--- src/rtl/rs_syndrome_stream.sv ---
`default_nettype none
// ============================================================================
// Module      : rs_syndrome_stream
// Description : Streaming Reed-Solomon syndrome calculator over GF(2^m).
//               Takes one received symbol per cycle (highest degree first),
//               accumulates NSYN syndromes by Horner's rule and presents the
//               syndrome vector plus a nonzero flag under a valid/ready
//               handshake.
// Revision    : 1.0 - initial release
// ============================================================================
module rs_syndrome_stream #(
  parameter int unsigned           SYMBOL_WIDTH = 4,
  parameter int unsigned           N            = 10,
  parameter int unsigned           NSYN         = 2,
  parameter logic [SYMBOL_WIDTH:0] PRIM_POLY    = 5'h13,
  parameter int unsigned           FCR          = 1
) (
  input  logic                           clk,
  input  logic                           rst_n,
  input  logic                           in_valid,
  output logic                           in_ready,
  input  logic [SYMBOL_WIDTH-1:0]        in_data,
  input  logic                           in_sop,
  output logic                           syn_valid,
  input  logic                           syn_ready,
  output logic [NSYN*SYMBOL_WIDTH-1:0]   syn_data,
  output logic                           syn_nonzero,
  output logic                           frame_err
);

  localparam int unsigned     CNT_W    = $clog2(N + 1);
  localparam logic [CNT_W-1:0] CNT_ONE = CNT_W'(1);
  localparam logic [CNT_W-1:0] CNT_LAST = CNT_W'(N - 1);
  localparam int unsigned     VEC_W    = NSYN * SYMBOL_WIDTH;

  typedef enum logic [1:0] {
    ST_IDLE  = 2'd0,
    ST_ACCUM = 2'd1,
    ST_DONE  = 2'd2
  } state_t;

  // Multiply by alpha (x) and reduce modulo the field polynomial.
  function automatic logic [SYMBOL_WIDTH-1:0] gf_xtime(input logic [SYMBOL_WIDTH-1:0] v);
    return {v[SYMBOL_WIDTH-2:0], 1'b0} ^
           (v[SYMBOL_WIDTH-1] ? PRIM_POLY[SYMBOL_WIDTH-1:0] : '0);
  endfunction

  // Shift-and-add GF multiply; with a constant operand it collapses to an XOR network.
  function automatic logic [SYMBOL_WIDTH-1:0] gf_mul(input logic [SYMBOL_WIDTH-1:0] a,
                                                     input logic [SYMBOL_WIDTH-1:0] b);
    logic [SYMBOL_WIDTH-1:0] acc;
    logic [SYMBOL_WIDTH-1:0] sh;
    acc = '0;
    sh  = a;
    for (int i = 0; i < int'(SYMBOL_WIDTH); i++) begin
      if (b[i]) acc = acc ^ sh;
      sh = gf_xtime(sh);
    end
    return acc;
  endfunction

  // alpha^k, evaluated at elaboration only.
  function automatic logic [SYMBOL_WIDTH-1:0] alpha_pow(input int unsigned k);
    logic [SYMBOL_WIDTH-1:0] v;
    v = SYMBOL_WIDTH'(1);
    for (int unsigned i = 0; i < k; i++) v = gf_xtime(v);
    return v;
  endfunction

  state_t           state_q, state_d;
  logic [CNT_W-1:0] cnt_q, cnt_d;
  logic [VEC_W-1:0] syn_q, syn_d;
  logic             frame_err_q, frame_err_d;

  logic [VEC_W-1:0] syn_step;
  logic             accept;
  logic             start;

  // One Horner step per syndrome: S_j * alpha^(FCR+j) + r.
  for (genvar j = 0; j < int'(NSYN); j++) begin : g_syn
    localparam logic [SYMBOL_WIDTH-1:0] ROOT = alpha_pow(FCR + j);
    assign syn_step[j*SYMBOL_WIDTH +: SYMBOL_WIDTH] =
      gf_mul(syn_q[j*SYMBOL_WIDTH +: SYMBOL_WIDTH], ROOT) ^ in_data;
  end

  assign in_ready    = (state_q == ST_DONE) ? syn_ready : 1'b1;
  assign syn_valid   = (state_q == ST_DONE);
  assign syn_data    = syn_q;
  assign syn_nonzero = |syn_q;
  assign frame_err   = frame_err_q;
  assign accept      = in_valid & in_ready;

  // Next-state logic: a start-of-codeword symbol seeds every accumulator with the symbol.
  always_comb begin
    state_d     = state_q;
    cnt_d       = cnt_q;
    syn_d       = syn_q;
    frame_err_d = frame_err_q;
    start       = 1'b0;
    case (state_q)
      ST_IDLE: begin
        if (accept && in_sop) start = 1'b1;
      end
      ST_ACCUM: begin
        if (accept) begin
          if (in_sop) begin
            frame_err_d = 1'b1;
            start       = 1'b1;
          end else begin
            syn_d = syn_step;
            if (cnt_q == CNT_LAST) begin
              state_d = ST_DONE;
              cnt_d   = '0;
            end else begin
              cnt_d = cnt_q + CNT_ONE;
            end
          end
        end
      end
      ST_DONE: begin
        if (syn_ready) begin
          if (in_valid && in_sop) begin
            start = 1'b1;
          end else begin
            state_d = ST_IDLE;
            cnt_d   = '0;
          end
        end
      end
      default: begin
        state_d = ST_IDLE;
        cnt_d   = '0;
      end
    endcase
    if (start) begin
      syn_d   = {NSYN{in_data}};
      cnt_d   = (N == 1) ? '0 : CNT_ONE;
      state_d = (N == 1) ? ST_DONE : ST_ACCUM;
    end
  end

  // State, counter, accumulator and sticky error registers.
  always_ff @(posedge clk or negedge rst_n) begin
    if (!rst_n) begin
      state_q     <= ST_IDLE;
      cnt_q       <= '0;
      syn_q       <= '0;
      frame_err_q <= 1'b0;
    end else begin
      state_q     <= state_d;
      cnt_q       <= cnt_d;
      syn_q       <= syn_d;
      frame_err_q <= frame_err_d;
    end
  end

endmodule
`default_nettype wire
--- config.mk ---
export PLATFORM = sky130hd
export DESIGN_NAME = rs_syndrome_stream
export DESIGN_NICKNAME = d
export VERILOG_FILES = /design/src/rtl/rs_syndrome_stream.sv
export SDC_FILE = /design/constraint.sdc
export NUM_CORES = 1
export LEC_CHECK = 0
export CORE_MARGIN = 2
export CORE_UTILIZATION = 46
export CTS_BUF_LIST = sky130_fd_sc_hd__clkbuf_8
export DETAILED_ROUTE_END_ITERATION = 6
export HOLD_SLACK_MARGIN = 0.12
export PLACE_DENSITY = 0.79
export SLEW_MARGIN = 20
export SYNTH_ARGS = -nofsm -noshare
export SYNTH_HDL_FRONTEND = slang
export SYNTH_SLANG_ARGS = --single-unit
--- constraint.sdc ---
create_clock -name clk -period 1.29 [get_ports clk]
set_input_delay 0.3225 -clock clk [delete_from_list [all_inputs] [get_ports clk]]
set_output_delay 0.3225 -clock clk [all_outputs]
set_load 0.03 [all_outputs]
==> reports/qor.csv, run 1 <==
stage,metric,value,unit
pwr,powerDensity,1750,mW/mm²
layout,design_area,0.00172,mm²
sta,fin_skew,11.0,ps
layout,nFillCells,32,
setup_path,cpPeakStageDelay,420,ps
setup_path,r2r-end,syn_data[6]$_DFFE_PN0P_,
logic_synthesis,ys_seq_area_share,42.0,%
sta,period_needed,1660,ps
pwr,max-vdd-ir-drop,1.28,mV
sta,worstMarginPinSlew,308,ps
logic_synthesis,yosys_warnings,0,
routing,drt_iter0_drc,56,
setup_path,worstSetupStartpoint,syn_data[6]$_DFFE_PN0P_,
floorplanning,core,0.00178,mm²
pwr,p_leak,0.747,nW
layout,drive_above_1_share,60.8,%
cts,cts.sinks,15,
global_route,grt_pass1_wl,5.35,mm
cts,clockRootBuffer,clkbuf_8,
global_route,grt_max_degree,17,
pwr,p_comb_share,61.6,%
placed_design,place_ws,-469,ps
cts,cts_buffers,3,
layout,final_common_cell,buf_6,
floorplanning,start_util,50.2,%
floorplanning,die_h,48.1,µm
placed_design,port_buffers,20,
floorplanning,die_x,48.1,µm
pwr,p_seq_share,24.9,%
run,drv_cap,0,
routing,postRouteAntennaNets,0,
setup_path,ff2ff_path_depth,6,
setup_path,critPathKind,reg -> out,
routing,vias_per_cell,6.26,
placed_design,dp_hpwl,1.79,mm
setup_path,cp_data_arrival_time,1330,ps
routing,wl_per_cell,23.7,µm
floorplanning,io_pins,21,
routing,vias,1114,
sta,final.period_utilization,128,%
cts,clockBufferDepth,2,
setup_path,worstPathMaxFanout,2,
pwr,clock_power_share,13.4,%
sta,finalSetupViolations,20,
placed_design,dp_cells,166,
logic_synthesis,avgSynthCellArea,9.22,µm²
setup_path,slowest_stage,dfrtp_2,
status,status,"complete, but fails checks",
setup_path,end_kind,primary output,
layout,antenna_cells,0,
cts,worstSkewPairLatency,260,ps
cts,cts_tree,done,
routing,post-route-drc-count,0,
placed_design,gp_congestion,0.783,
layout,finalNetCount,166,
setup_path,crit_chain,inv_2 > ha_4 > nor4b_4 > nand2_2 > buf_6,
logic_synthesis,syn_nets,109,
setup_path,rrSetupSlack,-290,ps
pwr,p_switching,1.32,mW
pwr,power.internal,1.69,mW
routing,firstDrtPassIters,4,
min_path,hold_class,in -> async,
floorplanning,die_area,0.00231,mm²
logic_synthesis,syn_inst,97,
pwr,swShare,44.0,%
setup_path,rr_startpoint,state_q[1]$_DFFE_PN0P_,
global_route,grt_util_all_layers,35.1,%
sta,hold_violations,0,
logic_synthesis,synthesis.area,895,µm²
status,violations,setup timing,
setup_path,cp_data_required_time,970,ps
layout,final_util,96.6,%
setup_path,cp-start-kind,register,
cts,cts.clk_slew.worst_paths,70,ps
sta,max_freq,0.603,GHz
global_route,grt_overflow,0,
sta,setup_ws,-367,ps
placed_design,place_area,0.00136,mm²
cts,cts.htree.levels,1,
sta,slew_violations,0,
sta,rsz0062_at_grt,true,
logic_synthesis,ys_ff_latch,15,
layout,syn_to_final_growth,92.6,%
layout,fin_cells,178,
setup_path,endpoint,syn_nonzero,
routing,wl,4.22,mm
global_route,antenna_found_initial,1,
sta,maxSlewHeadroom,79.4,%
layout,final_cell_mix,"buf_6 (22), buf_4 (21), inv_1 (11), dfrtp_1 (11), o21ai_1 (7)",
logic_synthesis,ys_types,29,
floorplanning,fp-row-count,15,
global_route,grt_pass1_vias,1102,
routing by layer:
layer  share of wire (%)  GRT usage (%)  vias to the layer above
li1                    -              -                      468
met1                  37           35.2                      523
met2                  49           65.3                       91
met3                 7.0           9.63                       32
met4                 6.9           18.4                        0
met5                   0              0                        -
synth_stat cells:
cell type  count  share of area [%]
buf_4          1               0.84
nor2b_1        1               0.70
or3_1          8                5.6
nand3b_4       1                2.2
nor3_1         1               0.56
a21oi_2        2                2.0
nand2b_1       3                2.1
dfrtp_1       15                 42
ha_1           3                4.2
inv_1         12                5.0
a31oi_1        8                5.6
nand2_1        5                2.1
a21oi_1        2                1.1
nand3_1        1               0.56
o21ai_1       11                6.2
o41ai_1        1               0.98
a211oi_1       1               0.84
xnor2_1        2                2.0
o2bb2ai_1      1               0.98
o311ai_2       1                1.8
a31oi_2        1                1.4
o22ai_2        1                1.4
nor2_1         8                3.4
buf_2          1               0.56
nand4_1        1               0.70
o21bai_1       1               0.84
a21o_1         1               0.84
nor4b_1        2                2.0
mux2_4         1                1.7
critical path, delay by kind of cell, from the launching register on:
family | cells | cell delay (ps)
buffers and inverters | 2 | 230
flip-flops | 1 | 420
adder cells (fa/ha/maj) | 1 | 120
AND/OR/NAND/NOR | 2 | 300
logic make-up after synthesis:
group | count (synthesis) | share of synthesized area (%)
buffers and inverters | 14 | 6.43
flip-flops | 15 | 42.0
multiplexers | 1 | 1.68
AO/OA/AOI/OAI | 31 | 23.9
adder cells (fa/ha/maj) | 3 | 4.20
AND/OR/NAND/NOR | 31 | 19.9
XOR/XNOR | 2 | 1.96
how the worst min path moves through the flow:
stage	end	cells after the start	slack, ps	start
after floorplan	cnt_q[0]$_DFFE_PN0P_	0	30	rst_n
after global placement	frame_err$_DFFE_PN0P_	1	460	frame_err$_DFFE_PN0P_
after detailed placement	frame_err$_DFFE_PN0P_	1	500	frame_err$_DFFE_PN0P_
after CTS	syn_data[0]$_DFFE_PN0P_	2	400	rst_n
after global routing	frame_err$_DFFE_PN0P_	1	520	frame_err$_DFFE_PN0P_
final	cnt_q[2]$_DFFE_PN0P_	2	440	rst_n
state kept, by name (all words and copies together), names as in the netlist:
signal,count
syn_data,8
state_q,2
cnt_q,4
frame_err,1
stage by stage:
step           power, mW  hold slack, ps  TNS, ps
2_1_floorplan       1.40            26.9     -166
3_3_place_gp        1.92             465    -5160
3_5_place_dp        1.98             497    -5790
4_1_cts             2.61             399    -1120
5_1_grt             3.10             517    -3140
6_report            3.01             441    -2750
power by group through the flow:
stage | combinational, mW | clock, mW | sequential (mW)
3_3_place_gp | 1.20 | 0 | 0.716
4_1_cts | 1.52 | 0.377 | 0.711
3_5_place_dp | 1.26 | 0 | 0.723
2_1_floorplan | 0.459 | 0 | 0.943
5_1_grt | 1.94 | 0.408 | 0.755
6_report | 1.85 | 0.404 | 0.750
cell type report:
cell class              instances  area (µm²)  share of cell area [%]
clock buffers                   3        41.3                    2.40
repair buffers                 54         542                    31.4
inverters                      12        45.0                    2.61
multi-input cells              68         679                    39.4
clock inverters                 1        3.75                   0.218
flip-flops and latches         15         380                    22.1
well taps                      25        31.3                    1.82
timing repair:
action,4_1_cts,5_1_grt
cloned,1,0
pin swaps,7,8
hold buffers,0,0
resized for setup,43,22
setup endpoints to repair,19,24
buffers inserted,5,4
Note: power is estimated with default switching activity, not from simulation.
==> run 2: changes to the inputs <==
- PLACE_DENSITY: 0.79 -> 0.9
==> run 2 against run 1 <==
The flow now stops in 5_1_grt. Synthesized cell count stayed put. Synthesized area stayed put.
==> reports/qor.csv, run 2 <==
stage,metric,value,unit
floorplanning,die_h,48.1,µm
floorplanning,start_util,50.2,%
cts,cts.sinks,15,
status,lastStage,5_1_grt,
floorplanning,io_pins,21,
status,error_line,"[ERROR DPL-0038] Utilization greater than 100%, impossible to legalize",
floorplanning,fp-row-count,15,
logic_synthesis,ys_types,29,
logic_synthesis,ys_ff_latch,15,
cts,cts_buffers,3,
global_route,grt_max_degree,17,
logic_synthesis,yosys_warnings,0,
logic_synthesis,synth_top_area_share,42.0,%
logic_synthesis,synth-edff-count,0,
logic_synthesis,synth_most_common_cell,dfrtp_1,
logic_synthesis,synthArstFlopShare,100,%
logic_synthesis,ys_seq_area_share,42.0,%
cts,clockBufferDepth,2,
logic_synthesis,synthesis.area,895,µm²
logic_synthesis,syn_inst,97,
logic_synthesis,synth_common_cells,"dfrtp_1 (15), inv_1 (12), o21ai_1 (11)",
cts,clockRootBuffer,clkbuf_8,
logic_synthesis,syn_nets,109,
sta,endpoint_type,top-level output,
logic_synthesis,synth_ff_type,dfrtp_1,
logic_synthesis,yosysTopAreaCell,dfrtp_1,
status,status,stopped before the end,
logic_synthesis,synthTopCellsByArea,"dfrtp_1 (42%), o21ai_1 (6.2%), a31oi_1 (5.6%)",
floorplanning,die_x,48.1,µm
logic_synthesis,avgSynthCellArea,9.22,µm²
placed_design,dp_hpwl,1.85,mm
cts,cts.htree.levels,1,
placed_design,gp_congestion,0.791,
sta,worst_endpoint,syn_nonzero,
placed_design,port_buffers,20,
-- run 2: stage by stage --
stage | instances | cell area, µm² | hold WS (ps) | setup WS (ps) | setup TNS (ps)
2_1_floorplan | 97 | 958 | 26.9 | -68.2 | -166
3_3_place_gp | 167 | 1370 | 464 | -440 | -5160
3_5_place_dp | 167 | 1370 | 471 | -481 | -5560
4_1_cts | 181 | 1670 | 400 | -306 | -2020
-- run 2: cells by family after synthesis --
logic type               Yosys count  synth area share, %
adder cells (fa/ha/maj)            3                 4.20
multiplexers                       1                 1.68
flip-flops                        15                 42.0
AND/OR/NAND/NOR                   31                 19.9
AO/OA/AOI/OAI                     31                 23.9
buffers and inverters             14                 6.43
XOR/XNOR                           2                 1.96
-- run 2: what timing repair did --
item                                   in CTS
pin swaps                                  16
setup endpoints to repair                  19
endpoints found under the hold margin       0
gates cloned                                2
hold buffers                                0
gates resized for setup                    41
setup buffers                               8
==> run 3: changes to the inputs <==
- CORE_AREA: not set -> 2 2 63 65
- CORE_MARGIN: 2 -> not set
- CORE_UTILIZATION: 46 -> not set
- CTS_BUF_LIST: sky130_fd_sc_hd__clkbuf_8 -> not set
- DIE_AREA: not set -> 0 0 65 67
- HOLD_SLACK_MARGIN: 0.12 -> not set
- PLACE_DENSITY: 0.9 -> not set
- PLACE_DENSITY_LB_ADDON: not set -> 0.15
- clock period: 1.29 -> 1.7 ns (I/O delays scaled with it)
==> run 3 against run 2 <==
The flow now finishes without violations.
==> reports/qor.csv, run 3 (synthesis gave the netlist of run 1 again) <==
stage,metric,value,unit
setup_path,slowest_stage,clkdlybuf4s50_1,
routing,wl,2.27,mm
sta,rsz0062_at_grt,true,
setup_path,cpPeakStageDelay,510,ps
pwr,p_leak,0.616,nW
global_route,grt_pass1_vias,870,
sta,final.period_utilization,97.4,%
layout,design_area,0.00140,mm²
min_path,hold_class,reg -> reg,
setup_path,cp_data_arrival_time,1230,ps
floorplanning,die_h,67,µm
cts,cts.htree.levels,1,
layout,final_common_cell,buf_4,
status,status,finished clean,
placed_design,port_buffers,20,
placed_design,dp_cells,184,
placed_design,gp_congestion,0.761,
sta,slew_violations,0,
cts,cts.clk_slew.worst_paths,60,ps
sta,finalSetupViolations,0,
cts,clockBufferDepth,2,
layout,drive_above_1_share,29.3,%
cts,cts_setup_buffers,0,
routing,drt_iter0_drc,25,
routing,wl_per_cell,12.1,µm
run,drv_cap,0,
layout,largest_reg_flops,8,
floorplanning,die_area,0.00436,mm²
setup_path,worstPathMaxFanout,3,
setup_path,critPathKind,in -> out,
pwr,max-vdd-ir-drop,0.508,mV
sta,maxSlewHeadroom,78.4,%
layout,finalNetCount,153,
placed_design,dp_hpwl,1.79,mm
floorplanning,io_pins,21,
cts,clockRootBuffer,clkbuf_8,
layout,final_cell_mix,"buf_4 (21), dfrtp_1 (15), o21ai_1 (11)",
layout,seqCellArea,375,µm²
setup_path,crit_chain,clkdlybuf4s50_1 > nand2b_4 > buf_4,
routing,firstDrtPassIters,4,
setup_path,cp_num_buf_inv,2,
floorplanning,fp-row-count,22,
sta,worstMarginPinSlew,323,ps
layout,nFillCells,372,
global_route,grt_max_degree,19,
setup_path,cp-start-kind,input pin,
layout,multi_input_area,499,µm²
pwr,powerDensity,1230,mW/mm²
setup_path,end_kind,primary output,
setup_path,cp_data_required_time,1270,ps
sta,period_needed,1660,ps
floorplanning,core,0.00361,mm²
global_route,grt_pass1_wl,4.02,mm
layout,fin_cells,188,
global_route,antenna_found_initial,0,
cts,cts_tree,done,
cts,worstSkewPairLatency,250,ps
layout,syn_to_final_growth,56.2,%
floorplanning,die_x,65,µm
cts,cts.sinks,15,
sta,fin_skew,4.71,ps
routing,vias,855,
global_route,grt_util_all_layers,12.4,%
sta,max_freq,0.604,GHz
placed_design,place_area,0.00132,mm²
setup_path,critPathTopFamily,buffers and inverters,
global_route,grt_overflow,0,
cts,cts_buffers,3,
layout,antenna_cells,0,
floorplanning,start_util,24.8,%
sta,hold_violations,0,
routing,vias_per_cell,4.55,
routing,post-route-drc-count,0,
cts,holdBufCountCts,0,
routing,postRouteAntennaNets,0,
-- run 3: area by class of cell --
class | count | area share [%]
timing repair buffer | 41 | 26.6
clock inverter | 1 | 0.358
sequential | 15 | 26.9
multi-input combinational | 68 | 35.7
clock buffer | 3 | 2.95
tap | 48 | 4.30
inverter | 12 | 3.22
-- run 3: final timing paths --
check | from | end | slack (ps) | cells after the start
worst min register to register | frame_err$_DFFE_PN0P_ | frame_err$_DFFE_PN0P_ | 470 | 1
worst min-delay path | frame_err$_DFFE_PN0P_ | frame_err$_DFFE_PN0P_ | 470 | 1
min in group asynchronous | rst_n | syn_data[7]$_DFFE_PN0P_ | 480 | 2
max in group asynchronous | rst_n | frame_err$_DFFE_PN0P_ | 1020 | 2
worst max register to register | state_q[0]$_DFFE_PN0P_ | syn_data[6]$_DFFE_PN0P_ | 250 | 5
worst max-delay path | syn_ready | in_ready | 40 | 3
-- run 3: through the flow --
stage	power (mW)	setup TNS [ps]	hold WS, ps	worst slack (ps)	utilization [%]
4_1_cts	1.69	-161	487	-161	37.7
3_3_place_gp	1.42	-1170	466	-166	36.7
2_1_floorplan	1.00	0	129	97.8	-
3_5_place_dp	1.44	-1270	470	-196	36.7
6_report	1.72	0	473	44.4	38.8
5_1_grt	1.86	-48.3	507	-48.3	38.8
-- run 3: report_power, final --
part           internal, mW  switching [mW]  total (mW)
combinational         0.404           0.472       0.876
sequential            0.455          0.0880       0.543
clock                 0.163           0.139       0.302
-- run 3: per-layer routing --
metal / global-route usage [%] / part of all wire [%] / up-vias / wire length (µm)
met5: 0 / 0 / - / 0
met2: 19.5 / 44 / 14 / 1000
met4: 6.38 / 2.1 / 0 / 48
met3: 1.86 / 3.2 / 5 / 73
met1: 16.4 / 51 / 402 / 1150
li1: - / - / 434 / -
-- run 3: repair_timing --
action / CTS / global route
pin swaps: 0 / 1
setup endpoints to repair: 9 / 3
cloned: 0 / 0
resized for setup: 11 / 13
==> run 4: changes to the inputs <==
- SLEW_MARGIN: 20 -> not set
==> results of run 4 <==
No change in the layout: final DEF, timing and power equal those of run 3.
